### config.mk
export PLATFORM = sky130hd
export DESIGN_NAME = hazard_stall_unit
export DESIGN_NICKNAME = d
export VERILOG_FILES = /design/src/rtl/hazard_stall_unit_pkg.sv /design/src/rtl/hazard_perf_counter.sv /design/src/rtl/hazard_stall_unit.sv
export SDC_FILE = /design/constraint.sdc
export NUM_CORES = 1
export LEC_CHECK = 0
export CAP_MARGIN = 20
export CORE_MARGIN = 1
export CORE_UTILIZATION = 30
export CTS_CLUSTER_DIAMETER = 200
export CTS_CLUSTER_SIZE = 28
export DETAILED_ROUTE_END_ITERATION = 7
export PLACE_DENSITY = 0.85
export SYNTH_ARGS = -nofsm -noshare
export SYNTH_HDL_FRONTEND = slang
export SYNTH_SLANG_ARGS = --single-unit
### constraint.sdc
create_clock -name clk -period 2.7 [get_ports clk]
set_input_delay 0.54 -clock clk [delete_from_list [all_inputs] [get_ports clk]]
set_output_delay 0.54 -clock clk [all_outputs]
set_load 0.01 [all_outputs]
### src/rtl/hazard_stall_unit_pkg.sv
// rtl/hazard_stall_unit_pkg.sv - shared FSM encoding, stall lengths and forwarding select codes
package hazard_stall_unit_pkg;

  typedef enum logic {
    ST_RUN  = 1'b0,
    ST_HOLD = 1'b1
  } hsu_state_e;

  localparam logic [1:0] STALL_LOAD_USE = 2'd1;
  localparam logic [1:0] STALL_BR_ALU   = 2'd1;
  localparam logic [1:0] STALL_BR_LOAD  = 2'd2;

  // Kept here so the forwarding unit and this block agree on operand source codes
  typedef enum logic [1:0] {
    FWD_REG   = 2'b00,
    FWD_EXMEM = 2'b01,
    FWD_WB    = 2'b10
  } fwd_sel_e;

endpackage

### src/rtl/hazard_perf_counter.sv
// rtl/hazard_perf_counter.sv - wrapping event counter, cleared by reset
module hazard_perf_counter #(
  parameter int W = 32
) (
  input  logic         clk,
  input  logic         rst_n,
  input  logic         en,
  output logic [W-1:0] count
);

  logic [W-1:0] count_q, count_d;

  always_comb begin
    count_d = count_q;
    if (en) count_d = count_q + 1'b1;
  end

  always_ff @(posedge clk or negedge rst_n) begin
    if (!rst_n) count_q <= '0;
    else        count_q <= count_d;
  end

  assign count = count_q;

endmodule

### src/rtl/hazard_stall_unit.sv
// rtl/hazard_stall_unit.sv - load-use / branch-operand stall and flush control
// Optional perf counters enabled by HAZARD_PERF_CNT_EN.
module hazard_stall_unit
  import hazard_stall_unit_pkg::*;
#(
  parameter int REG_AW = 5,
  parameter int CNT_W  = 32
) (
  input  logic              clk,
  input  logic              rst_n,
  input  logic [REG_AW-1:0] IF_ID_RegisterRs1,
  input  logic [REG_AW-1:0] IF_ID_RegisterRs2,
  input  logic              id_uses_rs1,
  input  logic              id_uses_rs2,
  input  logic              id_is_branch,
  input  logic              id_branch_taken,
  input  logic              ID_EX_MemRead,
  input  logic              ID_EX_RegWrite,
  input  logic [REG_AW-1:0] ID_EX_RegisterRd,
  input  logic              EX_MEM_MemRead,
  input  logic [REG_AW-1:0] EX_MEM_RegisterRd,
  output logic              pc_write_en,
  output logic              if_id_write_en,
  output logic              id_ex_bubble,
  output logic              if_id_flush,
  output logic [CNT_W-1:0]  stall_cycles,
  output logic [CNT_W-1:0]  flush_count
);

  hsu_state_e state_q, state_d;
  logic [1:0] cnt_q, cnt_d;
  logic [1:0] need_n;
  logic       hit_idex, hit_exmem;
  logic       stall_raw, stall;

  function automatic logic reg_match(input logic [REG_AW-1:0] rd,
                                     input logic [REG_AW-1:0] rs,
                                     input logic              use_rs);
    return use_rs && (rd != '0) && (rd == rs);
  endfunction

  assign hit_idex  = reg_match(ID_EX_RegisterRd, IF_ID_RegisterRs1, id_uses_rs1) |
                     reg_match(ID_EX_RegisterRd, IF_ID_RegisterRs2, id_uses_rs2);
  assign hit_exmem = reg_match(EX_MEM_RegisterRd, IF_ID_RegisterRs1, id_uses_rs1) |
                     reg_match(EX_MEM_RegisterRd, IF_ID_RegisterRs2, id_uses_rs2);

  always_comb begin
    need_n = 2'd0;
    if (id_is_branch) begin
      if (ID_EX_MemRead && hit_idex)
        need_n = STALL_BR_LOAD;
      else if ((ID_EX_RegWrite && hit_idex) || (EX_MEM_MemRead && hit_exmem))
        need_n = STALL_BR_ALU;
    end else if (ID_EX_MemRead && hit_idex) begin
      need_n = STALL_LOAD_USE;
    end
  end

  always_comb begin
    state_d   = state_q;
    cnt_d     = cnt_q;
    stall_raw = 1'b0;
    case (state_q)
      ST_RUN: begin
        if (need_n != 2'd0) begin
          stall_raw = 1'b1;
          if (need_n > 2'd1) begin
            state_d = ST_HOLD;
            cnt_d   = need_n - 2'd1;
          end
        end
      end
      ST_HOLD: begin
        stall_raw = 1'b1;
        if (cnt_q <= 2'd1) begin
          state_d = ST_RUN;
          cnt_d   = 2'd0;
        end else begin
          cnt_d = cnt_q - 2'd1;
        end
      end
      default: begin
        state_d = ST_RUN;
        cnt_d   = 2'd0;
      end
    endcase
  end

  always_ff @(posedge clk or negedge rst_n) begin
    if (!rst_n) begin
      state_q <= ST_RUN;
      cnt_q   <= 2'd0;
    end else begin
      state_q <= state_d;
      cnt_q   <= cnt_d;
    end
  end

  // Reset must release the pipeline even while hazard inputs are still asserted
  assign stall          = rst_n & stall_raw;
  assign pc_write_en    = ~stall;
  assign if_id_write_en = ~stall;
  assign id_ex_bubble   = stall;
  assign if_id_flush    = rst_n & id_branch_taken & ~stall;

`ifdef HAZARD_PERF_CNT_EN
  hazard_perf_counter #(.W(CNT_W)) u_stall_cnt (
    .clk   (clk),
    .rst_n (rst_n),
    .en    (stall),
    .count (stall_cycles)
  );

  hazard_perf_counter #(.W(CNT_W)) u_flush_cnt (
    .clk   (clk),
    .rst_n (rst_n),
    .en    (if_id_flush),
    .count (flush_count)
  );
`else
  assign stall_cycles = '0;
  assign flush_count  = '0;
`endif

endmodule

==> out/results.ini <==
[outcome]
status=finished, violations left
failed_checks=negative setup slack

[clocking]
cts_buffer_depth=2
clkLatencyLatePin_ns=0.23
cts_tree=built
h-tree-depth=1
path_clk_slew_ns=0.04
cts_buffers=3
cts_root_buf=clkbuf_4
cts.sinks=3

[drt]
routed_wl_um=1757
drt-met1-wl_um=726
viasPerCell=3.470
drtIter0Drc=1
wire_per_inst_um=8.097
wl_met2_um=898
drc=0
dr.pass1.iters=3
ant_nets=0
wl_met3_um=132
top_layer_used=met3
num_vias=753

[timing]
finalSetupTns_ns=-0.1707
worst_slack_ns=-0.05937
fmax_mhz=362.4
period_share_pct=102.2
skew_ns=0.003918
rsz0062_at_grt=true
setup_viol=4
finalMaxSlewViolations=0
hold_viol=0
layout_min_cycle_time_ns=2.759

[global_route]
grt_pass1_wl_um=2477
grt_pass1_vias=607
grt_use_total_pct=9.169
gr-total-overflow=0
grt_start_max_net_pins=9
antenna_found_initial=0

[synthesis]
ys.flop_type=dfrtp_1
ys_warn_count=0
netlist.top_cell.by_area=buf_4
yosys-top-cells-area=buf_4 (49%), xnor2_1 (11%), dfrtp_1 (7.6%), xor2_1 (7.1%), nand2_1 (2.3%)
synth.yosys.seq_area_share_pct=7.595
async_flop_share_pct=100.0
post-synth-top-area-fraction_pct=49.37
netlist_top_cells_count=buf_4 (65), xnor2_1 (12), xor2_1 (8)
synth-edff-count=0
syn_area_sq_um=988.4
yosysMostFrequentCell=buf_4
synth_seq_cells=3
avgSynthCellArea_sq_um=7.845
synth.distinct_cells=25
syn-instance-count=126

[layout]
final_nets=204
antenna_cells=0
instances_no_fill=217
area_growth_pct=21.52
fillers=325
drive_gt1_share_pct=29.48

[power]
power.density_nw_per_um2=237.4
vdd_drop_max_uv=98.54
p_leak_nw=0.6244

[setup_path]
r2r_end=cnt_q[1]$_DFFE_PN0P_
reg2regPathDepth=2
cp-end-kind=output pin
required_ns=2.16
cp.arrival_ns=2.22
r2r_setup_slack_ns=1.72
worstSetupPathType=in2out
start_kind=input port
path_max_fanout=3
r2r-start=state_q$_DFF_PN0_

[min_path]
min_delay_path_depth=1
hold_start=cnt_q[0]$_DFFE_PN0P_
hold_class=reg2reg
min_to=cnt_q[0]$_DFFE_PN0P_

[die]
dieArea_sq_um=3528
core_area_sq_um=3078
die_x_um=59.40
fp-row-count=20
io_pins=97
start_util_pct=32.11
die_y_um=59.40

[placement]
portBuffers=32
placed_cells=212
dp_hpwl_um=1561
place_congestion=0.7204

[job]
max-cap-violations=0

[stage by stage]
step	hold slack (ns)	instance area [sq um]	utilization (%)	setup slack (ns)	power [W]
finish	0.5167	1201	39.02	-0.05937	0.0002851
global placement	0.5065	1202	39.07	-0.8290	0.0002102
detailed placement	0.5098	1202	39.07	-0.8662	0.0002123
floorplan	0.2444	1225	-	0.02117	0.0002056
CTS	0.5146	1205	39.15	-0.09546	0.0002858
global route	0.5299	1201	39.02	-0.1976	0.0003117
[power breakdown]
group          leakage, nW  switching (W)  internal, W
Clock               0.0150      0.0000218    0.0000553
Sequential          0.0407     0.00000349    0.0000511
Combinational        0.569      0.0000867    0.0000667
[cells by family after synthesis]
| logic type | synth area share [%] |
|---|---|
| AO/OA/AOI/OAI | 8.988 |
| XOR/XNOR | 17.72 |
| adder cells (fa/ha/maj) | 1.266 |
| buffers and inverters | 50.13 |
| flip-flops | 7.595 |
| other | 0.3794 |
| AND/OR/NAND/NOR | 13.92 |
[worst max-delay path by stage]
stage | slack, ns | start | cells past startpoint | to
after floorplan | 0.02 | EX_MEM_RegisterRd[0] | 8 | pc_write_en
after global placement | -0.83 | IF_ID_RegisterRs2[2] | 12 | id_ex_bubble
after detailed placement | -0.87 | IF_ID_RegisterRs2[2] | 12 | id_ex_bubble
after CTS | -0.1 | EX_MEM_RegisterRd[3] | 13 | id_ex_bubble
after global routing | -0.20 | EX_MEM_RegisterRd[3] | 13 | id_ex_bubble
final | -0.06 | EX_MEM_RegisterRd[0] | 10 | id_ex_bubble
[layout make-up]
type / count / area (sq um) / area share [%]
clock buffers: 4 / 26.28 / 2.188
repair buffers: 45 / 327.8 / 27.29
flip-flops and latches: 3 / 75.07 / 6.250
well taps: 44 / 55.05 / 4.583
multi-input cells: 119 / 709.4 / 59.06
inverters: 2 / 7.507 / 0.6250
[state kept, by name, summed over array words and instances, names as in the netlist]
register and cells:
state_q 1, cnt_q 2
[routing by layer]
| layer | vias up | global-route usage, % |
|---|---|---|
| met5 | - | 0 |
| met4 | 0 | 4.082 |
| met3 | 0 | 1.092 |
| met2 | 48 | 16.21 |
| met1 | 327 | 10.98 |
| li1 | 378 | - |
[worst max-delay path, cell delays in order]
cell and delay (ns):
buf_6 0.10, or4_4 0.54, o221ai_4 0.24, a21oi_2 0.06, a211oi_2 0.22, ha_2 0.20
nand2b_1 0.08, nand2_2 0.08, inv_1 0.04, buf_2 0.13
[layout by cell type (no fill, tap or decap), types with 2 or more instances in the layout]
cell	synthesis	layout
buf_4	65	11
clkdlybuf4s50_1	0	7
dfrtp_1	3	3
buf_2	0	9
nand4_1	2	2
and3_1	2	2
nand2_1	6	5
clkbuf_2	0	11
clkbuf_4	0	3
a21oi_2	0	2
xnor2_2	0	3
o21ai_0	2	2
inv_1	2	2
dlygate4sd2_1	0	2
nor2_1	4	4
nand3_1	2	2
xnor2_1	12	9
nor4_1	2	2
nand2b_1	3	3
xor2_1	8	8
buf_6	0	4
conb_1	1	64
[what timing repair did]
action / CTS / global route
gates resized for setup: 68 / 26
hold buffers: 0 / 0
setup buffers: 1 / 0
pin swaps: 13 / 17
endpoints found under the setup margin: 4 / 4
(Power assumes the default switching activity.)
